$ cat config.mk
export PLATFORM = sky130hd
export DESIGN_NAME = ddr_dqsw_train_ctrl_flat
export DESIGN_NICKNAME = d
export VERILOG_FILES = /design/src/rtl/ddr_train_pkg.sv /design/src/rtl/ddr_dqsw_train_ctrl_if.sv /design/src/rtl/ddr_train_settle_cnt.sv /design/src/rtl/ddr_dqsw_train_ctrl.sv /design/src/flat_wrapper.sv
export SDC_FILE = /design/constraint.sdc
export NUM_CORES = 1
export LEC_CHECK = 0
export ABC_AREA = 1
export BUFFER_PORTS_ARGS = -buffer_cell sky130_fd_sc_hd__buf_4
export CAP_MARGIN = 20
export CORE_ASPECT_RATIO = 0.6
export CORE_MARGIN = 8
export CORE_UTILIZATION = 25
export CTS_CLUSTER_DIAMETER = 50
export CTS_CLUSTER_SIZE = 30
export DETAILED_ROUTE_END_ITERATION = 6
export PLACE_DENSITY_LB_ADDON = 0.12
export SYNTH_ARGS = -nofsm -noshare
export SYNTH_HDL_FRONTEND = slang
export SYNTH_SLANG_ARGS = --single-unit
$ cat constraint.sdc
create_clock -name FAB_CLK -period 4 [get_ports FAB_CLK]
set_input_delay 0.4 -clock FAB_CLK [delete_from_list [all_inputs] [get_ports FAB_CLK]]
set_output_delay 0.4 -clock FAB_CLK [all_outputs]
set_load 0.03 [all_outputs]
$ cat src/rtl/ddr_train_pkg.sv
// Shared types and helpers for the DDR PHY training sequencers.
// Honours DDR_DQSW_TRAIN_BACKOFF_EN (adds the BACKOFF state).
package ddr_train_pkg;

    typedef enum logic [3:0] {
        ST_IDLE,
        ST_LOAD,
        ST_CLEAR,
        ST_SETTLE,
        ST_SAMPLE,
        ST_STEP,
`ifdef DDR_DQSW_TRAIN_BACKOFF_EN
        ST_BACKOFF,
`endif
        ST_NEXT,
        ST_FINISH
    } train_state_e;

    localparam logic DIR_INC = 1'b1;
    localparam logic DIR_DEC = 1'b0;

    // All-ones tap value for a counter of width w (w < 32).
    function automatic logic [31:0] TAP_ALL_ONES(input int unsigned w);
        logic [63:0] ones;
        ones = (64'd1 << w) - 64'd1;
        return 32'(ones);
    endfunction

endpackage

$ cat src/rtl/ddr_dqsw_train_ctrl_if.sv
// Training-sequencer bus: START/DONE handshake, results and per-lane IOD controls.
interface ddr_dqsw_train_ctrl_if #(
    parameter int unsigned NUM_LANES = 2,
    parameter int unsigned TAP_W     = 8
);
    logic                         START;
    logic                         BUSY;
    logic                         DONE;
    logic [NUM_LANES-1:0]         ERR_MASK;
    logic [NUM_LANES*TAP_W-1:0]   TAP_RESULT;
    logic [NUM_LANES-1:0]         DELAY_LINE_LOAD;
    logic [NUM_LANES-1:0]         DELAY_LINE_MOVE;
    logic [NUM_LANES-1:0]         DELAY_LINE_DIRECTION;
    logic [NUM_LANES-1:0]         EYE_MONITOR_CLEAR_FLAGS;
    logic [NUM_LANES-1:0]         EYE_MONITOR_EARLY;
    logic [NUM_LANES-1:0]         EYE_MONITOR_LATE;
    logic [NUM_LANES-1:0]         DELAY_LINE_OUT_OF_RANGE;

    // Trainer side
    modport master (
        input  START, EYE_MONITOR_EARLY, EYE_MONITOR_LATE, DELAY_LINE_OUT_OF_RANGE,
        output BUSY, DONE, ERR_MASK, TAP_RESULT,
        output DELAY_LINE_LOAD, DELAY_LINE_MOVE, DELAY_LINE_DIRECTION, EYE_MONITOR_CLEAR_FLAGS
    );

    // Training state machine / IOD side
    modport slave (
        output START, EYE_MONITOR_EARLY, EYE_MONITOR_LATE, DELAY_LINE_OUT_OF_RANGE,
        input  BUSY, DONE, ERR_MASK, TAP_RESULT,
        input  DELAY_LINE_LOAD, DELAY_LINE_MOVE, DELAY_LINE_DIRECTION, EYE_MONITOR_CLEAR_FLAGS
    );
endinterface

$ cat src/rtl/ddr_train_settle_cnt.sv
// Loadable saturating down-counter for settle and pulse-gap timing.
module ddr_train_settle_cnt #(
    parameter int unsigned CNT_W = 2
) (
    input  logic             clk,
    input  logic             rst_n,
    input  logic             load_i,
    input  logic [CNT_W-1:0] load_val_i,
    input  logic             dec_i,
    output logic             zero_c_o
);
    logic [CNT_W-1:0] cnt_q;

    always_ff @(posedge clk) begin
        if (!rst_n) begin
            cnt_q <= '0;
        end else if (load_i) begin
            cnt_q <= load_val_i;
        end else if (dec_i && (cnt_q != '0)) begin
            cnt_q <= cnt_q - CNT_W'(1);
        end
    end

    assign zero_c_o = (cnt_q == '0);
endmodule

$ cat src/rtl/ddr_dqsw_train_ctrl.sv
// Multi-lane DQSW delay sweep: finds each lane's LATE->EARLY edge, one lane at a time.
// Optional DDR_DQSW_TRAIN_BACKOFF_EN steps back BACKOFF_TAPS after the edge.
module ddr_dqsw_train_ctrl
    import ddr_train_pkg::*;
#(
    parameter int unsigned NUM_LANES     = 2,
    parameter int unsigned TAP_W         = 8,
    parameter int unsigned MAX_TAPS      = 128,
    parameter int unsigned SETTLE_CYCLES = 4,
    parameter int unsigned BACKOFF_TAPS  = 2
) (
    input  logic                  FAB_CLK,
    input  logic                  RESET_N,
    ddr_dqsw_train_ctrl_if.master bus
);
    localparam int unsigned LANE_W = (NUM_LANES > 1) ? $clog2(NUM_LANES) : 1;
    localparam int unsigned CNT_W  = (SETTLE_CYCLES > 1) ? $clog2(SETTLE_CYCLES) : 1;
    localparam logic [TAP_W-1:0] TAP_ONES  = TAP_W'(TAP_ALL_ONES(TAP_W));
    localparam logic [TAP_W-1:0] TAP_LIMIT = TAP_W'(MAX_TAPS);

    if (MAX_TAPS > (2**TAP_W) - 1) begin : g_chk_max
        $error("MAX_TAPS does not fit the tap counter");
    end
    if (SETTLE_CYCLES < 1) begin : g_chk_settle
        $error("SETTLE_CYCLES must be at least 1");
    end
    if (BACKOFF_TAPS > MAX_TAPS) begin : g_chk_backoff
        $error("BACKOFF_TAPS exceeds MAX_TAPS");
    end

    train_state_e               state_q, state_d;
    logic [LANE_W-1:0]          lane_q, lane_d;
    logic [TAP_W-1:0]           tap_q, tap_d;
    logic                       seen_late_q, seen_late_d;
    logic                       busy_q, busy_d;
    logic                       done_q, done_d;
    logic [NUM_LANES-1:0]       err_q, err_d;
    logic [NUM_LANES*TAP_W-1:0] result_q, result_d;
    logic [NUM_LANES-1:0]       load_q, load_d;
    logic [NUM_LANES-1:0]       move_q, move_d;
    logic [NUM_LANES-1:0]       clr_q, clr_d;
    logic                       dir_q, dir_d;
    logic                       settle_done_c;
    logic                       early_c, late_c, oor_c;
`ifdef DDR_DQSW_TRAIN_BACKOFF_EN
    logic [TAP_W-1:0]           bo_left_q, bo_left_d;
    logic                       gap_q, gap_d;
    logic [TAP_W-1:0]           bo_n_c;

    // Back-off never steps below tap 0
    assign bo_n_c = (tap_q < TAP_W'(BACKOFF_TAPS)) ? tap_q : TAP_W'(BACKOFF_TAPS);
`endif

    assign early_c = bus.EYE_MONITOR_EARLY[lane_q];
    assign late_c  = bus.EYE_MONITOR_LATE[lane_q];
    assign oor_c   = bus.DELAY_LINE_OUT_OF_RANGE[lane_q];

    ddr_train_settle_cnt #(.CNT_W(CNT_W)) u_settle (
        .clk        (FAB_CLK),
        .rst_n      (RESET_N),
        .load_i     (state_q == ST_CLEAR),
        .load_val_i (CNT_W'(SETTLE_CYCLES - 1)),
        .dec_i      (state_q == ST_SETTLE),
        .zero_c_o   (settle_done_c)
    );

    always_ff @(posedge FAB_CLK) begin
        if (!RESET_N) begin
            state_q     <= ST_IDLE;
            lane_q      <= '0;
            tap_q       <= '0;
            seen_late_q <= 1'b0;
            busy_q      <= 1'b0;
            done_q      <= 1'b0;
            err_q       <= '0;
            result_q    <= '0;
            load_q      <= '0;
            move_q      <= '0;
            clr_q       <= '0;
            dir_q       <= 1'b0;
`ifdef DDR_DQSW_TRAIN_BACKOFF_EN
            bo_left_q   <= '0;
            gap_q       <= 1'b0;
`endif
        end else begin
            state_q     <= state_d;
            lane_q      <= lane_d;
            tap_q       <= tap_d;
            seen_late_q <= seen_late_d;
            busy_q      <= busy_d;
            done_q      <= done_d;
            err_q       <= err_d;
            result_q    <= result_d;
            load_q      <= load_d;
            move_q      <= move_d;
            clr_q       <= clr_d;
            dir_q       <= dir_d;
`ifdef DDR_DQSW_TRAIN_BACKOFF_EN
            bo_left_q   <= bo_left_d;
            gap_q       <= gap_d;
`endif
        end
    end

    always_comb begin
        state_d     = state_q;
        lane_d      = lane_q;
        tap_d       = tap_q;
        seen_late_d = seen_late_q;
        err_d       = err_q;
        result_d    = result_q;
        dir_d       = dir_q;
`ifdef DDR_DQSW_TRAIN_BACKOFF_EN
        bo_left_d   = bo_left_q;
        gap_d       = gap_q;
`endif
        case (state_q)
            ST_IDLE, ST_FINISH: begin
                if (bus.START) begin
                    state_d = ST_LOAD;
                    lane_d  = '0;
                    err_d   = '0;
                end
            end
            ST_LOAD: begin
                tap_d       = '0;
                seen_late_d = 1'b0;
                state_d     = ST_CLEAR;
            end
            ST_CLEAR:  state_d = ST_SETTLE;
            ST_SETTLE: if (settle_done_c) state_d = ST_SAMPLE;
            ST_SAMPLE: begin
                if (oor_c || (tap_q == TAP_LIMIT)) begin
                    err_d[lane_q]                          = 1'b1;
                    result_d[int'(lane_q)*TAP_W +: TAP_W] = TAP_ONES;
                    state_d                                = ST_NEXT;
                end else if (late_c && !early_c) begin
                    seen_late_d = 1'b1;
                    state_d     = ST_STEP;
                end else if (early_c && !late_c && seen_late_q) begin
`ifdef DDR_DQSW_TRAIN_BACKOFF_EN
                    result_d[int'(lane_q)*TAP_W +: TAP_W] = tap_q - bo_n_c;
                    bo_left_d = bo_n_c;
                    gap_d     = 1'b0;
                    state_d   = (bo_n_c == '0) ? ST_NEXT : ST_BACKOFF;
`else
                    result_d[int'(lane_q)*TAP_W +: TAP_W] = tap_q;
                    state_d = ST_NEXT;
`endif
                end else begin
                    state_d = ST_STEP;
                end
            end
            ST_STEP: begin
                if (tap_q != TAP_ONES) tap_d = tap_q + TAP_W'(1);
                state_d = ST_CLEAR;
            end
`ifdef DDR_DQSW_TRAIN_BACKOFF_EN
            // Alternate pulse and gap cycles until all back-off steps are issued
            ST_BACKOFF: begin
                if (!gap_q) begin
                    bo_left_d = bo_left_q - TAP_W'(1);
                    gap_d     = 1'b1;
                end else if (bo_left_q == '0) begin
                    state_d = ST_NEXT;
                end else begin
                    gap_d = 1'b0;
                end
            end
`endif
            ST_NEXT: begin
                if (lane_q == LANE_W'(NUM_LANES - 1)) begin
                    state_d = ST_FINISH;
                end else begin
                    lane_d  = lane_q + LANE_W'(1);
                    state_d = ST_LOAD;
                end
            end
            default: state_d = ST_IDLE;
        endcase

        // Registered outputs mirror the state being entered
        busy_d = (state_d != ST_IDLE) && (state_d != ST_FINISH);
        done_d = (state_d == ST_FINISH);
        load_d = (state_d == ST_LOAD)  ? (NUM_LANES'(1) << lane_d) : '0;
        clr_d  = (state_d == ST_CLEAR) ? (NUM_LANES'(1) << lane_d) : '0;
        move_d = (state_d == ST_STEP)  ? (NUM_LANES'(1) << lane_d) : '0;
        if (state_d == ST_STEP) dir_d = DIR_INC;
`ifdef DDR_DQSW_TRAIN_BACKOFF_EN
        if (state_d == ST_BACKOFF) begin
            dir_d = DIR_DEC;
            if (!gap_d) move_d = NUM_LANES'(1) << lane_d;
        end
`endif
    end

    assign bus.BUSY                    = busy_q;
    assign bus.DONE                    = done_q;
    assign bus.ERR_MASK                = err_q;
    assign bus.TAP_RESULT              = result_q;
    assign bus.DELAY_LINE_LOAD         = load_q;
    assign bus.DELAY_LINE_MOVE         = move_q;
    assign bus.EYE_MONITOR_CLEAR_FLAGS = clr_q;
    assign bus.DELAY_LINE_DIRECTION    = {NUM_LANES{dir_q}};
endmodule
$ cat src/flat_wrapper.sv
// flat-port wrapper written by rule: the top's interface ports become plain ports
module ddr_dqsw_train_ctrl_flat import ddr_train_pkg::*;
#(
    parameter int unsigned NUM_LANES     = 2,
    parameter int unsigned TAP_W         = 8,
    parameter int unsigned MAX_TAPS      = 128,
    parameter int unsigned SETTLE_CYCLES = 4,
    parameter int unsigned BACKOFF_TAPS  = 2
)
  (FAB_CLK, RESET_N, bus_START, bus_EYE_MONITOR_EARLY, bus_EYE_MONITOR_LATE, bus_DELAY_LINE_OUT_OF_RANGE, bus_BUSY, bus_DONE, bus_ERR_MASK, bus_TAP_RESULT, bus_DELAY_LINE_LOAD, bus_DELAY_LINE_MOVE, bus_DELAY_LINE_DIRECTION, bus_EYE_MONITOR_CLEAR_FLAGS);
  ddr_dqsw_train_ctrl_if #(.NUM_LANES(NUM_LANES), .TAP_W(TAP_W)) bus_i ();
  input  logic FAB_CLK;
  input  logic RESET_N;
  input wire logic [$bits(bus_i.START)-1:0] bus_START;
  input wire logic [$bits(bus_i.EYE_MONITOR_EARLY)-1:0] bus_EYE_MONITOR_EARLY;
  input wire logic [$bits(bus_i.EYE_MONITOR_LATE)-1:0] bus_EYE_MONITOR_LATE;
  input wire logic [$bits(bus_i.DELAY_LINE_OUT_OF_RANGE)-1:0] bus_DELAY_LINE_OUT_OF_RANGE;
  output wire logic [$bits(bus_i.BUSY)-1:0] bus_BUSY;
  output wire logic [$bits(bus_i.DONE)-1:0] bus_DONE;
  output wire logic [$bits(bus_i.ERR_MASK)-1:0] bus_ERR_MASK;
  output wire logic [$bits(bus_i.TAP_RESULT)-1:0] bus_TAP_RESULT;
  output wire logic [$bits(bus_i.DELAY_LINE_LOAD)-1:0] bus_DELAY_LINE_LOAD;
  output wire logic [$bits(bus_i.DELAY_LINE_MOVE)-1:0] bus_DELAY_LINE_MOVE;
  output wire logic [$bits(bus_i.DELAY_LINE_DIRECTION)-1:0] bus_DELAY_LINE_DIRECTION;
  output wire logic [$bits(bus_i.EYE_MONITOR_CLEAR_FLAGS)-1:0] bus_EYE_MONITOR_CLEAR_FLAGS;
  assign bus_i.START = bus_START;
  assign bus_i.EYE_MONITOR_EARLY = bus_EYE_MONITOR_EARLY;
  assign bus_i.EYE_MONITOR_LATE = bus_EYE_MONITOR_LATE;
  assign bus_i.DELAY_LINE_OUT_OF_RANGE = bus_DELAY_LINE_OUT_OF_RANGE;
  assign bus_BUSY = bus_i.BUSY;
  assign bus_DONE = bus_i.DONE;
  assign bus_ERR_MASK = bus_i.ERR_MASK;
  assign bus_TAP_RESULT = bus_i.TAP_RESULT;
  assign bus_DELAY_LINE_LOAD = bus_i.DELAY_LINE_LOAD;
  assign bus_DELAY_LINE_MOVE = bus_i.DELAY_LINE_MOVE;
  assign bus_DELAY_LINE_DIRECTION = bus_i.DELAY_LINE_DIRECTION;
  assign bus_EYE_MONITOR_CLEAR_FLAGS = bus_i.EYE_MONITOR_CLEAR_FLAGS;
  ddr_dqsw_train_ctrl #(.NUM_LANES(NUM_LANES), .TAP_W(TAP_W), .MAX_TAPS(MAX_TAPS), .SETTLE_CYCLES(SETTLE_CYCLES), .BACKOFF_TAPS(BACKOFF_TAPS)) u_core (.FAB_CLK(FAB_CLK), .RESET_N(RESET_N), .bus(bus_i));
endmodule
==> impl_metrics.tcl, run 1 <==
set metrics [dict create \
    holdPathStages 2 \
    synth_area_um2 2160 \
    multiInputGateArea_um2 1030 \
    grtUsageMet2_pct 12.5 \
    vias 1899 \
    gp_congestion 0.773 \
    wirelength_um 5550 \
    grt_use_met1_pct 15.1 \
    worst_pin_slew_ns 0.508 \
    cp_max_fo 16 \
    intPower_uw 689 \
    pwr-share-comb_pct 7.1 \
    hold_slack_ns 0.449 \
    fill_cells 972 \
    synth_area_per_cell_um2 7.00 \
    dp_hpwl_um 4200 \
    tns_ns 0 \
    relSlewSlack_pct 66.1 \
    core-area_um2 8460 \
    drtIter0Drc 121 \
    drive_gt1_share_pct 21.2 \
    vdd_drop_max_mv 0.143 \
    p_total_uw 919 \
    cts_made_buffers 5 \
    ys_warn_count 0 \
    avgViaCountPerCell 4.16 \
    grt.total_usage_pct 9.79 \
    status "finished clean" \
    p_sw_share_pct 25.0 \
    clock.fmax_mhz 586 \
    start_util_pct 25.6 \
    chipHeight_um 88.0 \
    p_sw_uw 230 \
    holdPathEnd "u_core.bus.ERR_MASK[0]" \
    grt_max_degree 30 \
    power_frac_seq_pct 47.8 \
    grt_pass1_wl_um 9360 \
    n_antenna_cell 0 \
    layout_commonest_cell "nand2_1" \
    drt.antenna.violating_nets 0 \
    r2r_end "u_core.bus.TAP_RESULT[11]" \
    path_clk_slew_ns 0.07 \
    reg2regPathDepth 7 \
    synth-seq-cells 43 \
    r2r_slack_ns 2.29 \
    port_buffers 36 \
    cts.sinks 43 \
    postSynthNetCount 321 \
    grt.busiest_layer "met1" \
    hp-start "u_core.bus.ERR_MASK[0]" \
    skew_ns 0.0101 \
    path_class "flip-flop to flip-flop" \
    cp.required_ns 4.18 \
    synthTopCellsByArea "dfxtp_1 (40%), nand2_1 (14%), inv_1 (8.3%)" \
    power_density_nw_per_um2 346 \
    cp-start-kind "flip-flop" \
    p_leak_nw 1.26 \
    htreeDepth 2 \
    seq_area_frac_synth_pct 39.8 \
    place_ws_ns 2.31 \
    drv_cap 0 \
    fin_crit_sh_pct 42.6 \
    rsz0062_at_grt "false" \
    wl_per_cell_um 12.2 \
    detail_route.first_pass.iterations 4 \
    core.rowCount 26 \
    cts_tree "yes" \
    dieWidth_um 136 \
    area_growth_pct 22.7 \
    finalHoldViolCount 0 \
    clock_power_share_pct 45.1 \
    met3_usage_pct 2.81 \
    synth.distinct_cells 33 \
    hold_buffers 0 \
    seq_area_um2 861 \
    cts.path.max_buffers 2 \
    synth_cells 309 \
    drc 0 \
    cts_resized 0 \
    die_area_um2 12000 \
    antenna_found_initial 0 \
    root_buffer "clkbuf_16" \
    fin_nets 355 \
    end_kind "flip-flop" \
    first_global_vias 1809 \
    hp-class "flip-flop to flip-flop" \
    postCtsSetupBuffers 0 \
    grt.overflow.total 0 \
    setup_viol 0 \
    maxSlewViolCount 0 \
    r2r_start "u_core.lane_q" \
    setup_slack_ns 2.29 \
    ios 37 \
    synth.top_cell.area_share_pct 39.8 \
    period_minus_slack_ns 1.71 \
    clk_latency_ns 0.29 \
    synth_area_leader_cell "dfxtp_1" \
    final_cell_mix "nand2_1 (81), inv_1 (48), dfxtp_1 (43)" \
    cp.arrival_ns 1.88 \
]
[metal layers]
metal | part of all wire [%] | vias up
li1 | - | 1023
met1 | 58 | 842
met2 | 36 | 30
met3 | 5.8 | 4
met4 | 0.74 | 0
met5 | 0 | -
[kinds of logic after synthesis]
group | share of synthesized area, %
and+or+nand+nor | 39.0
buffers and inverters | 12.7
AOI/OAI and AO/OA | 6.60
DFF | 39.8
other | 0.173
adders and majority gates | 1.74
[layout make-up]
class | count | area share, %
clock buffer | 5 | 4.71
clock inverter | 3 | 0.896
inverter | 54 | 7.78
multi-input combinational | 203 | 38.7
sequential | 43 | 32.4
tap | 112 | 5.28
timing repair buffer | 36 | 10.2
[critical path: stages (launching register included)]
cell and delay, ns:
dfxtp_1 0.64, nand2_1 0.12, nand2_2 0.12, nand3_4 0.09, nand3_4 0.11, nand3_4 0.19, nor3_1 0.27, nor2_1 0.06
[metrics by stage]
step / cells / cell area (um^2) / util (%)
6_report: 456 / 2650 / 31.4
5_1_grt: 456 / 2650 / 31.4
4_1_cts: 456 / 2650 / 31.4
3_5_place_dp: 448 / 2500 / 29.6
3_3_place_gp: 448 / 2500 / 29.6
2_1_floorplan: 309 / 2160 / -
[synthesized netlist by cell type]
master    number
nand2_1       81
inv_1         48
dfxtp_1       43
nor2_1        33
nor3_1        18
a21oi_1       15
nand3_1       14
nand2_2        6
nand4_1        5
nand3_4        4
nor3_2         4
o21ai_0        4
buf_2          3
buf_6          3
ha_1           3
inv_2          3
nor2_2         3
o21ai_2        3
buf_4          2
a221oi_1       1
and3_1         1
clkbuf_1       1
clkinv_1       1
clkinv_2       1
conb_1         1
inv_4          1
nand2_4        1
nand3b_2       1
nor3_4         1
o21ai_1        1
o31ai_1        1
or2_1          1
or2_2          1
[worst max-delay path by stage]
stage	endpoint	start	slack [ns]
2_1_floorplan	u_core.bus.TAP_RESULT[10]	u_core.tap_q[0]	2.55
3_3_place_gp	u_core.bus.TAP_RESULT[6]	u_core.lane_q	2.24
3_5_place_dp	u_core.bus.TAP_RESULT[11]	u_core.lane_q	2.31
4_1_cts	u_core.bus.TAP_RESULT[6]	u_core.lane_q	2.30
5_1_grt	u_core.bus.ERR_MASK[1]	u_core.tap_q[0]	2.09
6_report	u_core.bus.TAP_RESULT[11]	u_core.lane_q	2.29
[registers in the layout (all words and copies together), names as in the netlist]
register / cells
u_core.bus.BUSY: 1
u_core.bus.DELAY_LINE_LOAD: 2
u_core.bus.DELAY_LINE_MOVE: 2
u_core.bus.DONE: 1
u_core.bus.ERR_MASK: 2
u_core.bus.EYE_MONITOR_CLEAR_FLAGS: 2
u_core.bus.TAP_RESULT: 16
u_core.dir_q: 1
u_core.lane_q: 1
u_core.seen_late_q: 1
u_core.state_q: 4
u_core.tap_q: 8
u_core.u_settle.cnt_q: 2
[power groups by stage]
stage / Combinational [mW] / Clock (mW) / Sequential (mW)
after global placement: 0.0662 / 0 / 0.449
after CTS: 0.0663 / 0.428 / 0.439
after floorplan: 0.0401 / 0 / 0.454
after global routing: 0.0740 / 0.450 / 0.440
after detailed placement: 0.0660 / 0 / 0.449
final: 0.0654 / 0.415 / 0.439
Note: power is estimated with default switching activity, not from simulation.
==> run 2, diff against run 1 <==
clock period = 1.4 ns   (was 4 ns; I/O delays follow)
==> run 2 against run 1 <==
Against the previous run:
- the run now ends with setup timing left
- via count up 13%
- combinational power grew to 4.6 times the previous value
- clock-buffer cell count rose by 1
- fmax rose by 15%
- total power grew to 3.3 times the previous value
- global-route usage increased by 1.9 points
- core utilization is 9.9 points higher
- routed wire length grew 18%
- flip-flop and latch count unchanged
- clock skew is 0.0013 ns lower
- clock power rose to 3.7 times the previous value
- worst hold slack worse by 0.27 ns
- highest routed layer unchanged
==> impl_metrics.tcl, run 2 (synthesis gave the netlist of run 1 again) <==
set metrics [dict create \
    first_global_vias 2131 \
    end_kind "flip-flop" \
    final_cell_mix "buf_4 (85), nand2_1 (70), inv_1 (44)" \
    fin_nets 411 \
    htreeDepth 2 \
    r2r_start "u_core.tap_q[0]" \
    fin_crit_sh_pct 106 \
    cp_max_fo 8 \
    period_minus_slack_ns 1.48 \
    die_area_um2 12000 \
    rsz0062_at_grt "true" \
    placed_cell_area_um2 2850 \
    p_leak_nw 1.63 \
    setup_viol 21 \
    n_antenna_cell 0 \
    hold_buffers 0 \
    wirelength_um 6520 \
    layout_commonest_cell "buf_4" \
    vdd_drop_max_mv 0.426 \
    clock.fmax_mhz 674 \
    crit_start "u_core.tap_q[0]" \
    drv_cap 0 \
    cts_tree "yes" \
    chipHeight_um 88.0 \
    drtIter0Drc 81 \
    cp.arrival_ns 1.66 \
    core-area_um2 8460 \
    cts.path.max_buffers 2 \
    grt_max_degree 21 \
    wl_per_cell_um 12.7 \
    hp-class "input pin to flip-flop" \
    antenna_found_initial 0 \
    violations "setup timing" \
    vias 2141 \
    grt.overflow.total 0 \
    area_growth_pct 61.4 \
    cp-start-kind "flip-flop" \
    drt.antenna.violating_nets 0 \
    finalInstanceArea_um2 3490 \
    place_ws_ns -0.101 \
    dp_hpwl_um 4760 \
    port_buffers 36 \
    p_total_mw 3.08 \
    ios 37 \
    finalHoldViolCount 0 \
    path_clk_slew_ns 0.07 \
    start_util_pct 25.6 \
    gp_congestion 0.816 \
    dieWidth_um 136 \
    core.rowCount 26 \
    r2r_slack_ns -0.08 \
    cts_made_buffers 5 \
    grt_pass1_wl_um 11100 \
    status "finished, violations left" \
    avgViaCountPerCell 4.18 \
    detail_route.first_pass.iterations 4 \
    largest_reg_flops 16 \
    skew_ns 0.00883 \
    path_class "flip-flop to flip-flop" \
    power_density_nw_per_um2 883 \
    drc 0 \
    cts.sinks 43 \
    setup_slack_ns -0.0828 \
    utilization_pct 41.3 \
    clk_latency_ns 0.29 \
    hp-start "RESET_N" \
    root_buffer "clkbuf_16" \
    cp.required_ns 1.58 \
    maxSlewViolCount 0 \
    grt.total_usage_pct 11.7 \
    tns_ns -0.955 \
    drive_gt1_share_pct 46.8 \
]
[run 2: worst max-delay path, cell delays in order, from the launching register on]
cell and delay (ns):
dfxtp_2 0.34, inv_2 0.07, ha_4 0.13, nand2_2 0.05, nor2_2 0.08, nand2_2 0.08
nand3_4 0.09, buf_4 0.13, nand3_4 0.17, nor3_4 0.17, nor2_1 0.05
[run 2: metal layers]
layer	part of all wire [%]	GRT usage, %
met1	55	17.5
met2	39	16.0
met3	4.9	3.09
met4	0.74	2.38
met5	0	0
[run 2: cell type report]
| type | instances | area, um^2 |
|---|---|---|
| inverters | 54 | 213 |
| fillers | 890 | 4970 |
| flip-flops and latches | 43 | 872 |
| well taps | 112 | 140 |
| repair buffers | 91 | 739 |
| multi-input cells | 204 | 1340 |
| clock buffers | 6 | 129 |
| clock inverters | 2 | 60.1 |
[run 2: path summary, 6_finish.rpt]
kind	to	cells after the start
setup / recovery	u_core.bus.TAP_RESULT[6]	10
hold / removal	u_core.dir_q	3
setup reg to reg	u_core.bus.TAP_RESULT[6]	10
hold reg to reg	u_core.bus.ERR_MASK[0]	2
[run 2: report_power, final]
part / internal (mW) / total, mW / switching (mW)
registers: 1.24 / 1.26 / 0.0148
clock network: 1.02 / 1.52 / 0.498
logic: 0.125 / 0.302 / 0.177
[run 2: stage by stage]
stage	cells	hold slack, ns
2_1_floorplan	309	0.339
3_3_place_gp	491	0.443
3_5_place_dp	491	0.451
4_1_cts	509	0.162
5_1_grt	512	0.202
6_report	512	0.176
[run 2: what timing repair did]
action,in CTS,in global routing
pin swaps,7,9
resized for setup,40,41
gates cloned,2,0
endpoints found under the hold margin,0,0
setup buffers,8,3
endpoints found under the setup margin,36,41
